`config.mk`:
```
export PLATFORM = sky130hd
export DESIGN_NAME = qbert_move_ctrl
export DESIGN_NICKNAME = d
export VERILOG_FILES = /design/src/rtl/qbert_move_ctrl.sv
export SDC_FILE = /design/constraint.sdc
export NUM_CORES = 1
export LEC_CHECK = 0
export ABC_AREA = 0
export CAP_MARGIN = 10
export CORE_MARGIN = 4
export CORE_UTILIZATION = 23
export DETAILED_ROUTE_END_ITERATION = 6
export DONT_BUFFER_PORTS = 1
export PLACE_DENSITY = 0.43
export SLEW_MARGIN = 20
export SYNTH_ARGS = -nofsm -noshare
export SYNTH_HDL_FRONTEND = slang
export SYNTH_SLANG_ARGS = --single-unit
```
`constraint.sdc`:
```
create_clock -name clk -period 9.2 [get_ports clk]
set_input_delay 0.92 -clock clk [delete_from_list [all_inputs] [get_ports clk]]
set_output_delay 0.92 -clock clk [all_outputs]
set_load 0.01 [all_outputs]
```
`src/rtl/qbert_move_ctrl.sv`:
```
// Qbert movement controller: tracks cube, lives and visited mask on the 6-cube pyramid and
// animates jumps/falls once per video frame. All outputs are registered.
module qbert_move_ctrl #(
    parameter logic [10:0] XLENGTH        = 11'd55,
    parameter logic [10:0] XDIAG_DEMI     = 11'd30,
    parameter logic [9:0]  YDIAG_DEMI     = 10'd50,
    parameter logic [10:0] RANK1_X_OFFSET = 11'd600,
    parameter logic [9:0]  RANK1_Y_OFFSET = 10'd90,
    parameter int unsigned JUMP_LOG2      = 3,
    parameter int unsigned FALL_FRAMES    = 16,
    parameter int unsigned FALL_STEP      = 4
) (
    input  logic        clk,
    input  logic        reset,
    input  logic        frame_tick,
    input  logic        move_valid,
    input  logic [1:0]  move_dir,
    input  logic        restart,
    output logic        move_ready,
    output logic [10:0] qbert_x,
    output logic [9:0]  qbert_y,
    output logic        qbert_jump,
    output logic [2:0]  cube_idx,
    output logic [5:0]  visited,
    output logic        level_done,
    output logic [1:0]  lives,
    output logic        game_over
);

    typedef enum logic [2:0] {StIdle, StJump, StFall, StRespawn, StDone, StOver} state_e;

    localparam logic [10:0] XR1 = RANK1_X_OFFSET;
    localparam logic [10:0] XR2 = RANK1_X_OFFSET - XLENGTH - XDIAG_DEMI - 11'd1;
    localparam logic [10:0] XR3 = RANK1_X_OFFSET - XLENGTH - XLENGTH - XDIAG_DEMI - XDIAG_DEMI
                                  - 11'd1;
    localparam logic [9:0]  YR1N1 = RANK1_Y_OFFSET;
    localparam logic [9:0]  YR1N2 = RANK1_Y_OFFSET + YDIAG_DEMI + YDIAG_DEMI + 10'd1;
    localparam logic [9:0]  YR1N3 = RANK1_Y_OFFSET + YDIAG_DEMI + YDIAG_DEMI + YDIAG_DEMI
                                    + YDIAG_DEMI + 10'd1;
    localparam logic [9:0]  YR2N1 = RANK1_Y_OFFSET + YDIAG_DEMI;
    localparam logic [9:0]  YR2N2 = YR2N1 + YDIAG_DEMI + YDIAG_DEMI + 10'd1;
    localparam logic [9:0]  YR3   = RANK1_Y_OFFSET + YDIAG_DEMI + YDIAG_DEMI;

    localparam logic [4:0]  JumpFrames = 5'(1 << JUMP_LOG2);
    localparam logic [4:0]  FallFrames = 5'(FALL_FRAMES);
    localparam logic [11:0] FallStep   = 12'(FALL_STEP);

    function automatic logic [10:0] anchor_x(input logic [2:0] idx);
        case (idx)
            3'd5, 3'd4, 3'd3: anchor_x = XR1;
            3'd2, 3'd1:       anchor_x = XR2;
            default:          anchor_x = XR3;
        endcase
    endfunction

    function automatic logic [9:0] anchor_y(input logic [2:0] idx);
        case (idx)
            3'd5:    anchor_y = YR1N1;
            3'd4:    anchor_y = YR1N2;
            3'd3:    anchor_y = YR1N3;
            3'd2:    anchor_y = YR2N1;
            3'd1:    anchor_y = YR2N2;
            default: anchor_y = YR3;
        endcase
    endfunction

    state_e      state_q, state_d;
    logic [4:0]  k_q, k_d;
    logic [10:0] src_x_q, src_x_d, x_q, x_d;
    logic [9:0]  src_y_q, src_y_d, y_q, y_d;
    logic [2:0]  dst_q, dst_d, cube_q, cube_d;
    logic [1:0]  dir_q, dir_d, lives_q, lives_d;
    logic [5:0]  visited_q, visited_d;
    logic        ready_q, ready_d, jump_q, jump_d, done_q, done_d, over_q, over_d;

    // Lattice coordinates of the current cube and of the commanded target.
    logic [2:0]  cur_r, cur_n, tgt_r, tgt_n, tgt_idx;
    logic        tgt_valid;

    always_comb begin
        cur_r = 3'd3;
        cur_n = 3'd1;
        case (cube_q)
            3'd5: begin cur_r = 3'd1; cur_n = 3'd1; end
            3'd4: begin cur_r = 3'd1; cur_n = 3'd2; end
            3'd3: begin cur_r = 3'd1; cur_n = 3'd3; end
            3'd2: begin cur_r = 3'd2; cur_n = 3'd1; end
            3'd1: begin cur_r = 3'd2; cur_n = 3'd2; end
            default: ;
        endcase
        case (move_dir)
            2'b00:   begin tgt_r = cur_r + 3'd1; tgt_n = cur_n - 3'd1; end
            2'b01:   begin tgt_r = cur_r + 3'd1; tgt_n = cur_n;        end
            2'b10:   begin tgt_r = cur_r - 3'd1; tgt_n = cur_n;        end
            default: begin tgt_r = cur_r - 3'd1; tgt_n = cur_n + 3'd1; end
        endcase
        tgt_valid = 1'b1;
        tgt_idx   = 3'd0;
        case ({tgt_r, tgt_n})
            {3'd1, 3'd1}: tgt_idx = 3'd5;
            {3'd1, 3'd2}: tgt_idx = 3'd4;
            {3'd1, 3'd3}: tgt_idx = 3'd3;
            {3'd2, 3'd1}: tgt_idx = 3'd2;
            {3'd2, 3'd2}: tgt_idx = 3'd1;
            {3'd3, 3'd1}: tgt_idx = 3'd0;
            default:      tgt_valid = 1'b0;
        endcase
    end

    logic [4:0]         k_inc;
    logic signed [11:0] dx, dy, kk, px, py;
    logic [10:0]        interp_x, fall_x;
    logic [9:0]         interp_y, fall_y;
    logic [11:0]        fx_add, fy_add;

    always_comb begin
        k_inc    = k_q + 5'd1;
        kk       = signed'({7'd0, k_inc});
        dx       = signed'({1'b0, anchor_x(dst_q)} - {1'b0, src_x_q});
        dy       = signed'({2'b0, anchor_y(dst_q)} - {2'b0, src_y_q});
        px       = (dx * kk) >>> JUMP_LOG2;
        py       = (dy * kk) >>> JUMP_LOG2;
        interp_x = 11'({1'b0, src_x_q} + unsigned'(px));
        interp_y = 10'({2'b0, src_y_q} + unsigned'(py));

        // Falling moves away from the pyramid, clamped to the screen coordinate range.
        fx_add = {1'b0, x_q} + FallStep;
        fy_add = {2'b0, y_q} + FallStep;
        if (dir_q[1]) fall_x = (fx_add > 12'd2047) ? 11'h7FF : fx_add[10:0];
        else          fall_x = ({1'b0, x_q} < FallStep) ? 11'd0 : 11'({1'b0, x_q} - FallStep);
        if (dir_q[0]) fall_y = (fy_add > 12'd1023) ? 10'h3FF : fy_add[9:0];
        else          fall_y = ({2'b0, y_q} < FallStep) ? 10'd0 : 10'({2'b0, y_q} - FallStep);
    end

    always_comb begin
        state_d   = state_q;
        k_d       = k_q;
        src_x_d   = src_x_q;
        src_y_d   = src_y_q;
        dst_d     = dst_q;
        dir_d     = dir_q;
        x_d       = x_q;
        y_d       = y_q;
        cube_d    = cube_q;
        visited_d = visited_q;
        lives_d   = lives_q;

        if (restart) begin
            state_d   = StIdle;
            k_d       = 5'd0;
            x_d       = XR3;
            y_d       = YR3;
            cube_d    = 3'd0;
            visited_d = 6'b000001;
            lives_d   = 2'd3;
        end else begin
            unique case (state_q)
                StIdle: begin
                    if (move_valid) begin
                        dir_d   = move_dir;
                        k_d     = 5'd0;
                        src_x_d = x_q;
                        src_y_d = y_q;
                        dst_d   = tgt_idx;
                        state_d = tgt_valid ? StJump : StFall;
                    end
                end
                StJump: begin
                    if (frame_tick) begin
                        if (k_inc == JumpFrames) begin
                            x_d       = anchor_x(dst_q);
                            y_d       = anchor_y(dst_q);
                            cube_d    = dst_q;
                            visited_d = visited_q | (6'b000001 << dst_q);
                            state_d   = (visited_d == 6'h3F) ? StDone : StIdle;
                        end else begin
                            k_d = k_inc;
                            x_d = interp_x;
                            y_d = interp_y;
                        end
                    end
                end
                StFall: begin
                    if (frame_tick) begin
                        x_d = fall_x;
                        y_d = fall_y;
                        k_d = k_inc;
                        if (k_inc == FallFrames) state_d = StRespawn;
                    end
                end
                StRespawn: begin
                    lives_d = lives_q - 2'd1;
                    x_d     = XR3;
                    y_d     = YR3;
                    cube_d  = 3'd0;
                    state_d = (lives_q == 2'd1) ? StOver : StIdle;
                end
                default: ;
            endcase
        end

        ready_d = (state_d == StIdle);
        jump_d  = (state_d == StJump) || (state_d == StFall);
        done_d  = (state_d == StDone);
        over_d  = (state_d == StOver);
    end

    always_ff @(posedge clk or negedge reset) begin
        if (!reset) begin
            state_q   <= StIdle;
            k_q       <= 5'd0;
            src_x_q   <= XR3;
            src_y_q   <= YR3;
            dst_q     <= 3'd0;
            dir_q     <= 2'b00;
            x_q       <= XR3;
            y_q       <= YR3;
            cube_q    <= 3'd0;
            visited_q <= 6'b000001;
            lives_q   <= 2'd3;
            ready_q   <= 1'b1;
            jump_q    <= 1'b0;
            done_q    <= 1'b0;
            over_q    <= 1'b0;
        end else begin
            state_q   <= state_d;
            k_q       <= k_d;
            src_x_q   <= src_x_d;
            src_y_q   <= src_y_d;
            dst_q     <= dst_d;
            dir_q     <= dir_d;
            x_q       <= x_d;
            y_q       <= y_d;
            cube_q    <= cube_d;
            visited_q <= visited_d;
            lives_q   <= lives_d;
            ready_q   <= ready_d;
            jump_q    <= jump_d;
            done_q    <= done_d;
            over_q    <= over_d;
        end
    end

    assign move_ready = ready_q;
    assign qbert_x    = x_q;
    assign qbert_y    = y_q;
    assign qbert_jump = jump_q;
    assign cube_idx   = cube_q;
    assign visited    = visited_q;
    assign level_done = done_q;
    assign lives      = lives_q;
    assign game_over  = over_q;

endmodule

```
==> implementation parameters, run 1 <==
Parameter                              Value

Outcome
  Result of the run ... finished, final reports clean

Synthesis
  Number of warning messages in the yosys log ... 0
  Synth Net Count ... 1,240
  Share of synthesized registers carrying an async set or reset ... 100.0%
  Synthesized netlist cell count ... 1,098
  Cell area after technology mapping ... 8836 um2
  Sequential-to-total area share from yosys stat ... 20.22%
  Post-synth EDFFs ... 0
  Post-Synthesis Mean Instance Area ... 8.047 um2
  Number of unique standard cell types used by synthesis ... 75
  Main flop type after synthesis ... dfrtp_1
  Seq cells post-synth ... 70

Timing
  Final Hold Viols ... 0
  Final cycle utilization of the critical path ... 91.91%
  Number of setup violations in the final report ... 0
  Final sum of negative setup slack ... 0 ns
  Final Skew ... 0.006978 ns
  Slew Limit Fails ... 0
  RSZ-0062 raised after global routing ... false
  Max-slew headroom ... 49.58%
  Minimum clock period after layout ... 8.455 ns
  Fmax ... 118.3 MHz
  Transition time at the pin with the least slew margin ... 0.7537 ns

GRT
  GRT Util Overall ... 12.64%
  Global-route wire length before repair ... 42.38 mm
  GRT Residual Overflow ... 0
  Initial antenna violation count ... 0
  Maximum number of pins on one net before global-route repair ... 71
  Via count of the first global-routing pass ... 7,485

Placed design
  Number of port buffers ... 0
  GP Congestion ... 0.8095
  Number of placed instances with taps included ... 1,571
  Post-detailed-placement half-perimeter wirelength ... 20.42 mm

Clock network
  Worst-skew pair later-pin latency ... 0.35 ns
  Count of hold-fix buffers inserted at cts ... 0
  Setup bufs post-CTS ... 0
  CTS Sinks ... 70
  Bufs on Longest Clock Path ... 2
  CTS HTree Levels ... 3
  Root Driver ... clkbuf_16
  TritonCTS clock tree ... done
  Number of buffers created by CTS ... 9
  Post-cts sizing count ... 0
  Clock-pin slew of the registers on the worst-case setup and hold paths ... 0.06 ns

Worst setup path
  Highest net fanout along the worst path ... 10
  Crit path kind ... flop to flop
  Sort of element at the start of the critical path ... flop
  Required arrival time at the worst endpoint ... 9.43 ns
  Worst Path Arrival ... 8.69 ns
  Worst Setup End Kind ... flop

Drt
  Total number of vias ... 7,407
  Avg Vias per Cell ... 4.667
  Number of violations reported at the end of detailed-routing iteration 0 ... 420
  Wire length after detailed routing ... 25.92 mm
  Number of detailed-routing iterations run before antenna repair ... 4
  Post-route DRC violation count ... 0
  Post-route antenna net violation count ... 0
  Final routed wire length divided by cell count ... 16.33 um

Layout
  Fill cell instance count of the final layout ... 4,160
  Fin cells ... 1,587
  Leading cell types in the layout, fill and taps excluded ... nor2_1 (148), inv_1 (127), nand2_1 (83), ha_1 (83), a21oi_1 (70)
  Net count of the finished layout ... 1,213
  Number of diodes ... 0
  Most common cell after layout, fill and taps aside ... nor2_1
  Share of cells above drive strength 1 ... 7.714%
  Area Overhead vs Synth ... 8.751%

Floorplanning
  Die extent in y ... 204.0 um
  Number of cell rows ... 71
  # IOs ... 43
  Initial core utilization ... 23.40%
  Horizontal die dimension ... 204.0 um
  Floorplan die area ... 41,620 um2
  Core Area ... 37,760 um2

Worst hold path
  Worst hold path type ... input pin to asynchronous set/reset pin

Run
  Max-cap viol count ... 0
final cells by class:
cell class / count / area, um2 / share of cell area, %
clock buffers: 14 / 254.0 / 2.643
multi-input cells: 852 / 6371 / 66.30
well taps: 511 / 639.4 / 6.654
clock inverters: 2 / 10.01 / 0.1042
repair buffers: 8 / 60.06 / 0.6250
inverters: 130 / 488.0 / 5.078
flip-flops and latches: 70 / 1787 / 18.59
registers in the layout, indices dropped and copies added, names as in the netlist:
signal	count
qbert_x	11
src_x_q	11
qbert_y	10
src_y_q	10
visited	6
k_q	5
cube_idx	3
dst_q	3
state_q	3
dir_q	2
lives	2
game_over	1
level_done	1
move_ready	1
qbert_jump	1
path summary, 6_finish.rpt:
| path | cells after the start | slack [ns] | endpoint | from |
|---|---|---|---|---|
| min in group clk | 2 | 0.51 | src_x_q[7]$_DFFE_PN1P_ | src_x_q[7]$_DFFE_PN1P_ |
| worst max-delay path | 27 | 0.74 | qbert_y[9]$_DFFE_PN0P_ | dst_q[2]$_DFFE_PN0P_ |
| max in group asynchronous | 0 | 8.70 | src_y_q[7]$_DFFE_PN1P_ | reset |
| worst min register to register | 2 | 0.51 | src_x_q[7]$_DFFE_PN1P_ | src_x_q[7]$_DFFE_PN1P_ |
| worst max register to register | 27 | 0.74 | qbert_y[9]$_DFFE_PN0P_ | dst_q[2]$_DFFE_PN0P_ |
| worst min-delay path | 0 | 0.28 | src_x_q[6]$_DFFE_PN0P_ | reset |
cells by family after synthesis:
group | after synthesis | synth area share (%)
flip-flops | 70 | 20.22
AO/OA/AOI/OAI | 239 | 17.11
adder cells (fa/ha/maj) | 136 | 23.65
AND/OR/NAND/NOR | 372 | 19.63
XOR/XNOR | 83 | 8.864
buffers and inverters | 176 | 7.788
multiplexers | 22 | 2.747
cells in the mapped netlist (5+ instances only):
master	count	area share, %
and3_1	6	0.42
o211ai_1	9	0.76
xnor2_1	47	4.7
or2_2	5	0.35
o21ai_0	64	3.6
a211oi_1	6	0.51
o41ai_1	5	0.50
nor3_1	18	1.0
or3_1	9	0.64
nor3b_1	5	0.42
mux2_2	18	2.3
clkbuf_1	38	1.6
nand4_1	9	0.64
ha_1	83	12
nand3_1	28	1.6
fa_1	52	12
a21o_1	11	0.93
xor2_1	32	3.2
dfstp_2	28	8.3
a21oi_1	70	4.0
nor2_1	148	6.3
o31ai_1	6	0.51
nor2b_1	21	1.5
nand2_1	83	3.5
and2_1	8	0.57
dfrtp_1	42	12
nand2b_1	14	0.99
o21bai_1	10	0.85
a31oi_1	10	0.71
inv_1	127	5.4
per-layer routing:
metal  track usage (%)  vias up  wire length [um]  share of wire [%]
met3             1.666       34               990                3.8
met5                 0        -                 0                  0
met1             18.09     3552             12870                 50
met4             3.685        0               541                2.1
met2             19.99      150             11520                 44
li1                  -     3671                 -                  -
per-stage QoR:
step           worst slack, ns  utilization [%]  area [um2]  hold slack (ns)
5_1_grt                 0.1093            25.45        9609           0.2617
3_5_place_dp            0.5553            24.75        9343           0.5041
6_report                0.7446            25.45        9609           0.2761
2_1_floorplan            1.893                -        8836           0.4703
3_3_place_gp            0.7705            24.75        9343           0.4898
4_1_cts                 0.5541            25.44        9607           0.2612
worst max-delay path, stage by stage, from the launching register on:
cell	delay [ns]
dfrtp_1	0.53
nand2b_1	0.33
a21boi_1	0.50
ha_1	0.26
inv_1	0.05
fa_1	0.41
a21o_1	0.20
a21oi_1	0.17
xor2_1	0.37
nor2_1	0.11
fa_1	0.53
inv_1	0.05
fa_1	0.46
fa_1	0.54
inv_1	0.04
ha_1	0.32
nor2b_1	0.14
o21ai_0	0.20
a21oi_1	0.13
o41ai_1	0.40
xnor3_1	0.51
xnor3_1	0.40
ha_1	0.35
and3_1	0.20
a2111oi_0	0.41
o311ai_0	0.25
nor3b_1	0.19
a211o_1	0.27
Power of run 1 is left out: the tool's default activity adds up to more than one toggle a clock period on the data nets, which glitch-free logic cannot reach.
==> inputs of run 2 (changes only) <==
--- a/config.mk
+++ b/config.mk
@@ -6,12 +6,14 @@
 export NUM_CORES = 1
 export LEC_CHECK = 0
 export ABC_AREA = 0
+export ABC_CLOCK_PERIOD_IN_PS = 9200
 export CAP_MARGIN = 10
 export CORE_MARGIN = 4
 export CORE_UTILIZATION = 23
 export DETAILED_ROUTE_END_ITERATION = 6
 export DONT_BUFFER_PORTS = 1
 export PLACE_DENSITY = 0.43
+export RECOVER_POWER = 100
 export SLEW_MARGIN = 20
 export SYNTH_ARGS = -nofsm -noshare
 export SYNTH_HDL_FRONTEND = slang
==> implementation parameters, run 2 (synthesis gave the netlist of run 1 again) <==
Parameter                              Value

Outcome
  Result of the run ... complete, but fails checks
  Failing checks ... max-capacitance violations, max-slew violations

Placed design
  Number of port buffers ... 0 (unchanged)
  Post-detailed-placement half-perimeter wirelength ... 20.42 mm (unchanged)
  GP Congestion ... 0.8095 (unchanged)

Floorplanning
  Die extent in y ... 204.0 um (unchanged)
  Horizontal die dimension ... 204.0 um (unchanged)
  Core Area ... 37,760 um2 (unchanged)
  # IOs ... 43 (unchanged)
  Number of cell rows ... 71 (unchanged)
  Initial core utilization ... 23.40% (unchanged)
  Floorplan die area ... 41,620 um2 (unchanged)

Timing
  Final Hold Viols ... 0 (unchanged)
  Max-slew headroom ... -26.21% (-76 points)
  Fmax ... 117.8 MHz (-0.39%)
  Number of setup violations in the final report ... 0 (unchanged)
  Slew Limit Fails ... 35 (+35)
  Final cycle utilization of the critical path ... 92.26% (+0.36 points)
  Final sum of negative setup slack ... 0 ns (unchanged)
  Transition time at the pin with the least slew margin ... 1.893 ns (+1.139 ns)
  Minimum clock period after layout ... 8.488 ns (+0.03295 ns)
  RSZ-0062 raised after global routing ... false
  Final Skew ... 0.006620 ns (-0.0003589 ns)

Worst setup path
  Worst reg-to-reg setup slack ... 0.71 ns (-0.03 ns)
  Worst Setup SP ... dst_q[1]$_DFFE_PN0P_
  Highest net fanout along the worst path ... 10 (unchanged)
  Worst Setup End Kind ... flop
  Worst Path Arrival ... 8.72 ns (+0.03 ns)
  Required arrival time at the worst endpoint ... 9.43 ns (about the same)
  Maximum single-stage delay on the critical path ... 0.52 ns (-0.02 ns)
  Sort of element at the start of the critical path ... flop
  Slowest stage cell, crit path ... dfrtp_1
  Crit path kind ... flop to flop
  Critical register-to-register path startpoint ... dst_q[1]$_DFFE_PN0P_

Layout
  Net count of the finished layout ... 1,213 (unchanged)
  Share of cells above drive strength 1 ... 5.762% (-2.0 points)
  Area Overhead vs Synth ... 8.567%
  Leading cell types in the layout, fill and taps excluded ... nor2_1 (148), inv_1 (127), nand2_1 (83), ha_1 (83), a21oi_1 (70)
  Most common cell after layout, fill and taps aside ... nor2_1
  Number of diodes ... 0 (unchanged)
  Fill cell instance count of the final layout ... 4,162 (+0.048%)

Clock network
  Clock-pin slew of the registers on the worst-case setup and hold paths ... 0.06 ns (about the same)
  Count of hold-fix buffers inserted at cts ... 0 (unchanged)
  TritonCTS clock tree ... done
  Worst-skew pair later-pin latency ... 0.34 ns (about the same)
  Setup bufs post-CTS ... 0 (unchanged)
  Bufs on Longest Clock Path ... 2 (unchanged)
  CTS HTree Levels ... 3 (unchanged)
  Post-cts sizing count ... 0 (unchanged)
  CTS Sinks ... 70 (unchanged)
  Number of buffers created by CTS ... 9 (unchanged)
  Root Driver ... clkbuf_16

Drt
  Number of detailed-routing iterations run before antenna repair ... 4 (unchanged)
  Final routed wire length divided by cell count ... 16.31 um (-0.17%)
  Number of violations reported at the end of detailed-routing iteration 0 ... 381 (-9.3%)
  Post-route DRC violation count ... 0 (unchanged)
  Wire length after detailed routing ... 25.88 mm (-0.17%)
  Total number of vias ... 7,413 (+0.081%)
  Post-route antenna net violation count ... 0 (unchanged)
  Avg Vias per Cell ... 4.671 (about the same)

GRT
  Via count of the first global-routing pass ... 7,485 (unchanged)
  Met2 track demand over resource in global routing ... 19.99% (unchanged)
  Initial antenna violation count ... 0 (unchanged)
  GRT Util Overall ... 12.64% (unchanged)
  Global Route met3 Usage ... 1.666% (unchanged)
  GRT Residual Overflow ... 0 (unchanged)
  Maximum number of pins on one net before global-route repair ... 71 (unchanged)
  Global-route wire length before repair ... 42.38 mm (unchanged)
  Most crowded layer after global routing ... met2
  Global routing usage on met1 ... 18.09% (unchanged)

Worst hold path
  Worst hold path type ... input pin to asynchronous set/reset pin

Run
  Max-cap viol count ... 1 (+1)
## run 2: worst paths after layout
kind                                            to  depth (start not counted)
max                         qbert_y[9]$_DFFE_PN0P_                         29
min                        src_x_q[10]$_DFFE_PN0P_                          0
max reg2reg                 qbert_y[9]$_DFFE_PN0P_                         29
min reg2reg                 src_y_q[2]$_DFFE_PN1P_                          2
max in group asynchronous   src_y_q[7]$_DFFE_PN1P_                          0
min in group clk            src_y_q[2]$_DFFE_PN1P_                          2
## run 2: layout make-up
cell class | instances | area (um2) | share of cell area [%]
clock inverter | 2 | 10.01 | 0.1043
inverter | 130 | 488.0 | 5.087
clock buffer | 14 | 254.0 | 2.648
multi-input combinational | 852 | 6370 | 66.40
timing repair buffer | 8 | 45.04 | 0.4695
tap | 511 | 639.4 | 6.665
sequential | 70 | 1787 | 18.63
## run 2: per-layer routing
layer / part of all wire (%) / vias up
li1: - / 3673
met1: 50 / 3605
met2: 45 / 109
met3: 3.2 / 26
met4: 1.9 / 0
met5: 0 / -
## run 2: through the flow
stage	utilization (%)	cells	setup WS, ns	hold WS [ns]	area (um2)
floorplan	-	1098	1.893	0.4703	8836
global placement	24.75	1571	0.7705	0.4898	9343
detailed placement	24.75	1571	0.5553	0.5041	9343
CTS	25.44	1587	0.5541	0.2612	9607
global route	25.41	1587	0.06912	0.2618	9593
finish	25.41	1587	0.7117	0.2792	9593
## run 2: worst max-delay path: cells and delay by family, from the launching register on
| family | cells | cell delay [ns] |
|---|---|---|
| AOI/OAI and AO/OA | 9 | 2.05 |
| xor gates and xnor gates | 3 | 1.27 |
| adders and majority gates | 6 | 2.56 |
| buffers and inverters | 3 | 0.22 |
| DFF | 1 | 0.52 |
| and+or+nand+nor | 8 | 1.73 |
Power of run 2 is left out for the same reason.
==> inputs of run 3 (changes only) <==
--- a/config.mk
+++ b/config.mk
@@ -9,10 +9,11 @@
 export ABC_CLOCK_PERIOD_IN_PS = 9200
 export CAP_MARGIN = 10
 export CORE_MARGIN = 4
-export CORE_UTILIZATION = 23
+export CORE_UTILIZATION = 40
+export CTS_CLUSTER_SIZE = 16
 export DETAILED_ROUTE_END_ITERATION = 6
 export DONT_BUFFER_PORTS = 1
-export PLACE_DENSITY = 0.43
+export PLACE_DENSITY = 0.61
 export RECOVER_POWER = 100
 export SLEW_MARGIN = 20
 export SYNTH_ARGS = -nofsm -noshare
==> implementation parameters, run 3 (synthesis gave the netlist of run 1 again) <==
Parameter                              Value

Placed design
  GP Congestion ... 0.8768 (+8.3%)
  Number of port buffers ... 0 (unchanged)
  Setup slack at placement ... 0.6145 ns (+0.05916 ns)
  Post-detailed-placement half-perimeter wirelength ... 17.93 mm (-12%)

Timing
  Minimum clock period after layout ... 8.707 ns (+0.2188 ns)
  Worst path setup slack after routing ... 0.4928 ns (-0.2188 ns)
  Number of setup violations in the final report ... 0 (unchanged)
  RSZ-0062 raised after global routing ... false
  Final sum of negative setup slack ... 0 ns (unchanged)
  Final Hold Viols ... 0 (unchanged)
  Final cycle utilization of the critical path ... 94.64% (+2.4 points)
  Slew Limit Fails ... 32 (-8.6%)
  Final Skew ... 0.008303 ns (+0.001683 ns)
  Max-slew headroom ... -14.33% (+12 points)
  Fmax ... 114.8 MHz (-2.5%)
  Transition time at the pin with the least slew margin ... 1.715 ns (-0.1782 ns)

Layout
  Share of cells above drive strength 1 ... 5.953% (+0.19 points)
  Leading cell types in the layout, fill and taps excluded ... nor2_1 (148), inv_1 (127), nand2_1 (83), ha_1 (83), a21oi_1 (70)
  Area occupied by registers ... 1787 um2 (unchanged)
  Most common cell after layout, fill and taps aside ... nor2_1
  Area Overhead vs Synth ... 5.636%
  Net count of the finished layout ... 1,212 (-0.082%)
  Number of diodes ... 0 (unchanged)
  Area occupied by multi-input gates ... 6361 um2 (-0.14%)
  Fill cell instance count of the final layout ... 2,247 (-46%)

Clock network
  CTS Sinks ... 70 (unchanged)
  Number of buffers created by CTS ... 9 (unchanged)
  Count of hold-fix buffers inserted at cts ... 0 (unchanged)
  CTS HTree Levels ... 3 (unchanged)
  Setup bufs post-CTS ... 0 (unchanged)
  TritonCTS clock tree ... done
  Clock-pin slew of the registers on the worst-case setup and hold paths ... 0.06 ns (about the same)
  Root Driver ... clkbuf_16
  Worst-skew pair later-pin latency ... 0.34 ns (about the same)
  Bufs on Longest Clock Path ... 2 (unchanged)
  Post-cts sizing count ... 0 (unchanged)

GRT
  Initial antenna violation count ... 0 (unchanged)
  Global-route wire length before repair ... 37.94 mm (-10%)
  Maximum number of pins on one net before global-route repair ... 71 (unchanged)
  GRT Residual Overflow ... 0 (unchanged)
  Via count of the first global-routing pass ... 7,256 (-3.1%)
  GRT Util Overall ... 19.09% (+6.4 points)

Drt
  Wire length after detailed routing ... 22.96 mm (-11%)
  Final routed wire length divided by cell count ... 16.94 um (+3.9%)
  Total number of vias ... 7,428 (+0.20%)
  Post-route antenna net violation count ... 0 (unchanged)
  Post-route DRC violation count ... 0 (unchanged)
  Number of violations reported at the end of detailed-routing iteration 0 ... 421 (+10%)
  Number of detailed-routing iterations run before antenna repair ... 5 (+1)
  Avg Vias per Cell ... 5.482 (+17%)

Worst setup path
  Maximum single-stage delay on the critical path ... 0.53 ns (about the same)
  Worst reg-to-reg setup slack ... 0.49 ns (-0.22 ns)
  Sort of element at the start of the critical path ... flop
  Worst Setup SP ... dst_q[1]$_DFFE_PN0P_
  Required arrival time at the worst endpoint ... 9.41 ns (-0.02 ns)
  Worst Setup End Kind ... flop
  Highest net fanout along the worst path ... 10 (unchanged)
  Critical register-to-register path startpoint ... dst_q[1]$_DFFE_PN0P_
  Worst Path Arrival ... 8.92 ns (+0.20 ns)
  Crit path kind ... flop to flop
  Slowest stage cell, crit path ... fa_1

Floorplanning
  Floorplan die area ... 24,530 um2 (-41%)
  # IOs ... 43 (unchanged)
  Horizontal die dimension ... 156.6 um (-23%)
  Number of cell rows ... 54 (-24%)
  Core Area ... 21,760 um2 (-42%)
  Die extent in y ... 156.6 um (-23%)
  Initial core utilization ... 40.61% (+17 points)

Worst hold path
  Worst hold path type ... input pin to asynchronous set/reset pin

Run
  Max-cap viol count ... 1 (unchanged)

Outcome
  Result of the run ... complete, but fails checks
  Failing checks ... max-capacitance violations, max-slew violations
[run 3: cell types whose count changed in the layout (fill, tap and decap cells not counted)]
cell | before | now
clkbuf_1 | 8 | 4
clkinvlp_4 | 0 | 3
a21boi_0 | 0 | 1
a21boi_1 | 1 | 0
buf_4 | 4 | 3
bufinv_16 | 0 | 1
clkbuf_8 | 1 | 2
clkinv_2 | 2 | 1
nor2b_1 | 20 | 21
nor2b_2 | 1 | 0
xnor2_1 | 46 | 47
xnor2_2 | 1 | 0
xnor3_1 | 4 | 3
xnor3_2 | 0 | 1
[run 3: worst paths after layout]
check / depth (start not counted) / end
max: 29 / qbert_y[9]$_DFFE_PN0P_
max reg2reg: 29 / qbert_y[9]$_DFFE_PN0P_
min: 0 / cube_idx[1]$_DFFE_PN0P_
max in group asynchronous: 0 / qbert_x[5]$_DFFE_PN1P_
min in group clk: 2 / src_y_q[2]$_DFFE_PN1P_
min reg2reg: 2 / src_y_q[2]$_DFFE_PN1P_
[run 3: metrics by stage]
stage | instances | utilization, % | hold WS (ns) | cell area (um2)
floorplan | 1098 | - | 0.4703 | 8836
global placement | 1339 | 41.55 | 0.4900 | 9039
detailed placement | 1339 | 41.55 | 0.4943 | 9039
CTS | 1355 | 42.97 | 0.2683 | 9349
global route | 1355 | 42.90 | 0.2632 | 9334
finish | 1355 | 42.90 | 0.2774 | 9334
[run 3: layout make-up]
| cell class | count | area share, % |
|---|---|---|
| Clock inverter | 5 | 0.6166 |
| Timing Repair Buffer | 7 | 0.4021 |
| Multi-Input combinational cell | 852 | 68.15 |
| Tap cell | 280 | 3.753 |
| Inverter | 130 | 5.228 |
| Sequential cell | 70 | 19.14 |
| Clock buffer | 11 | 2.708 |
[run 3: metal layers]
| layer | track usage [%] | share of wire [%] |
|---|---|---|
| met1 | 26.59 | 47 |
| met2 | 31.03 | 47 |
| met3 | 2.904 | 3.8 |
| met4 | 5.248 | 2.0 |
| met5 | 0 | 0 |
[run 3: worst max-delay path, delay by kind of cell, from the launching register on]
family | cells | cell delay (ns)
buf+inv | 3 | 0.21
fa+ha+maj | 6 | 2.53
compound gates | 9 | 2.19
flops | 1 | 0.50
simple gates | 8 | 1.87
xor+xnor | 3 | 1.28
Power of run 3 is left out for the same reason.
==> edit, RTL diff (config.mk and constraints of run 1) <==
Re-encode `state_e` (6 states) as one-hot, 6 bits wide.
--- a/src/rtl/qbert_move_ctrl.sv
+++ b/src/rtl/qbert_move_ctrl.sv
@@ -27,7 +27,7 @@
     output logic        game_over
 );
 
-    typedef enum logic [2:0] {StIdle, StJump, StFall, StRespawn, StDone, StOver} state_e;
+    typedef enum logic [5:0] {StIdle = 6'b000001, StJump = 6'b000010, StFall = 6'b000100, StRespawn = 6'b001000, StDone = 6'b010000, StOver = 6'b100000} state_e;
 
     localparam logic [10:0] XR1 = RANK1_X_OFFSET;
     localparam logic [10:0] XR2 = RANK1_X_OFFSET - XLENGTH - XDIAG_DEMI - 11'd1;
Function: same outputs for any inputs over 10 cycles, from zero or initial values and one cycle with reset low; not proved beyond that.
==> edit against run 1 <==
  * Critical endpoint is now qbert_x[9]
  * Count of clock-buffer cells in the layout fell by 5
  * Wire length rose by 0.66%
  * Sequential cell count rose by 3
  * Clock skew rose by 0.0047 ns
  * First-iteration DRC count rose by 1.7%
  * Worst setup slack got worse by 0.12 ns
  * Global-route usage fell by 0.54 points
  * Sequential share of layout area rose by 0.11 points
  * Synthesized cell count rose by 2.4%
  * Synthesized area rose by 3.7%
  * Design area rose by 3.7%
==> edit: results (changes against run 1) <==
Distinct cells, synth - 83 (was 75)
Post-synthesis mux area share - 3.672% (was 2.747%)
Pre-CTS setup slack - 0.5111 ns (was 0.5553 ns)
Post-synth top cells - nor2_1 (160), inv_1 (123), ha_1 (83) (was nor2_1 (148), inv_1 (127), ha_1 (83), nand2_1 (83), a21oi_1 (70))
Largest net degree at the start of global routing - 74 (was 71)
Status - finished clean (unchanged)
Vias per cell - 4.666 (was 4.667)
Worst skew pair latency - 0.35 ns (about the same)
Total GRT Usage - 12.10% (was 12.64%)
Fraction of layout cells with a size suffix above 1 - 9.207% (was 7.714%)
Syn nets - 1266 (was 1240)
Worst Path Arrival - 8.76 ns (was 8.69 ns)
Detail Placement HPWL - 20.63 mm (was 20.42 mm)
Num CTS Buffers - 9 (unchanged)
Synth top area cells - dfrtp_1 (12%), fa_1 (11%), ha_1 (11%) (was dfrtp_1 (12%), fa_1 (12%), ha_1 (12%))
CP top delay family - adder cells (unchanged)
Critical Path Slowest Stage Cell - or3_1 (was fa_1)
Synth Area in Adders - 22.69% (was 23.65%)
Global-route wire length before repair - 42.66 mm (was 42.38 mm)
Crit path max fanout - 9 (was 10)
Synth Area in Compound Gates - 17.81% (was 17.11%)
Cell depth of the worst flop-to-flop path - 33 (was 27)
Placed insts - 1599 (was 1571)
Clk_skew - 0.01169 ns (was 0.006978 ns)
Gpl congestion - 0.8096 (was 0.8095)
Wirelength, routed - 26.09 mm (was 25.92 mm)
Worst-margin pin slew - 0.9127 ns (was 0.7537 ns)
Routed WL per cell - 16.15 µm (was 16.33 µm)
Register-to-register setup slack - 0.63 ns (was 0.74 ns)
Initial DRC count - 427 (was 420)
Vias in the first global route - 7630 (was 7485)
Fin nets - 1234 (was 1213)
Sequential share of the synthesized area - 20.32% (was 20.22%)
Post-Synth XOR/XNOR Area - 8.149% (was 8.864%)
R2R Path End - qbert_x[9] (was qbert_y[9])
## edit: area by class of cell
type | count | area (µm²)
fillers | 4252 | 29040
multi-input cells | 875 | 6638
flip-flops and latches | 73 | 1864
well taps | 518 | 648.1
inverters | 125 | 469.2
clock buffers | 9 | 225.2
clock inverters | 7 | 62.56
repair buffers | 8 | 60.06
## edit: worst max path at each step
| stage | start | to | slack (ns) | cells after the start |
|---|---|---|---|---|
| 2_1_floorplan | dst_q[2] | qbert_x[9] | 1.32 | 35 |
| 3_3_place_gp | dst_q[1] | qbert_x[9] | 0.76 | 33 |
| 3_5_place_dp | dst_q[1] | qbert_x[9] | 0.51 | 33 |
| 4_1_cts | dst_q[1] | qbert_x[9] | 0.48 | 33 |
| 5_1_grt | dst_q[2] | qbert_x[9] | 0.08 | 33 |
| 6_report | dst_q[0] | qbert_x[9] | 0.63 | 33 |
## edit: logic make-up (layout without fill, tap and decap cells)
family,Yosys count,after routing
compound gates,249,249
xor+xnor,81,81
fa+ha+maj,135,135
buf+inv,176,149
flops,73,73
mux,31,31
simple gates,379,379
## edit: layer usage
metal | GRT usage [%] | vias up | share of wire, %
li1 | - | 3789 | -
met1 | 16.37 | 3623 | 48
met2 | 20.10 | 91 | 47
met3 | 1.617 | 33 | 3.0
met4 | 3.873 | 0 | 2.4
met5 | 0 | - | 0
## edit: repair_timing
item	4_1_cts	5_1_grt
endpoints found under the hold margin	0	0
setup buffers	0	0
gates resized for setup	0	2
endpoints found under the setup margin	0	1
## edit: power by group
| part | internal, mW | switching (mW) |
|---|---|---|
| registers | 0.423 | 0.165 |
| logic | 1.44 | 1.92 |
| clock network | 0.188 | 0.161 |
## edit: per-stage QoR
stage	hold WS, ns	cell area [µm²]
after floorplan	0.4703	9166
after global placement	0.5007	9674
after detailed placement	0.5011	9674
after CTS	0.2501	9962
after global routing	0.2476	9967
final	0.2648	9967
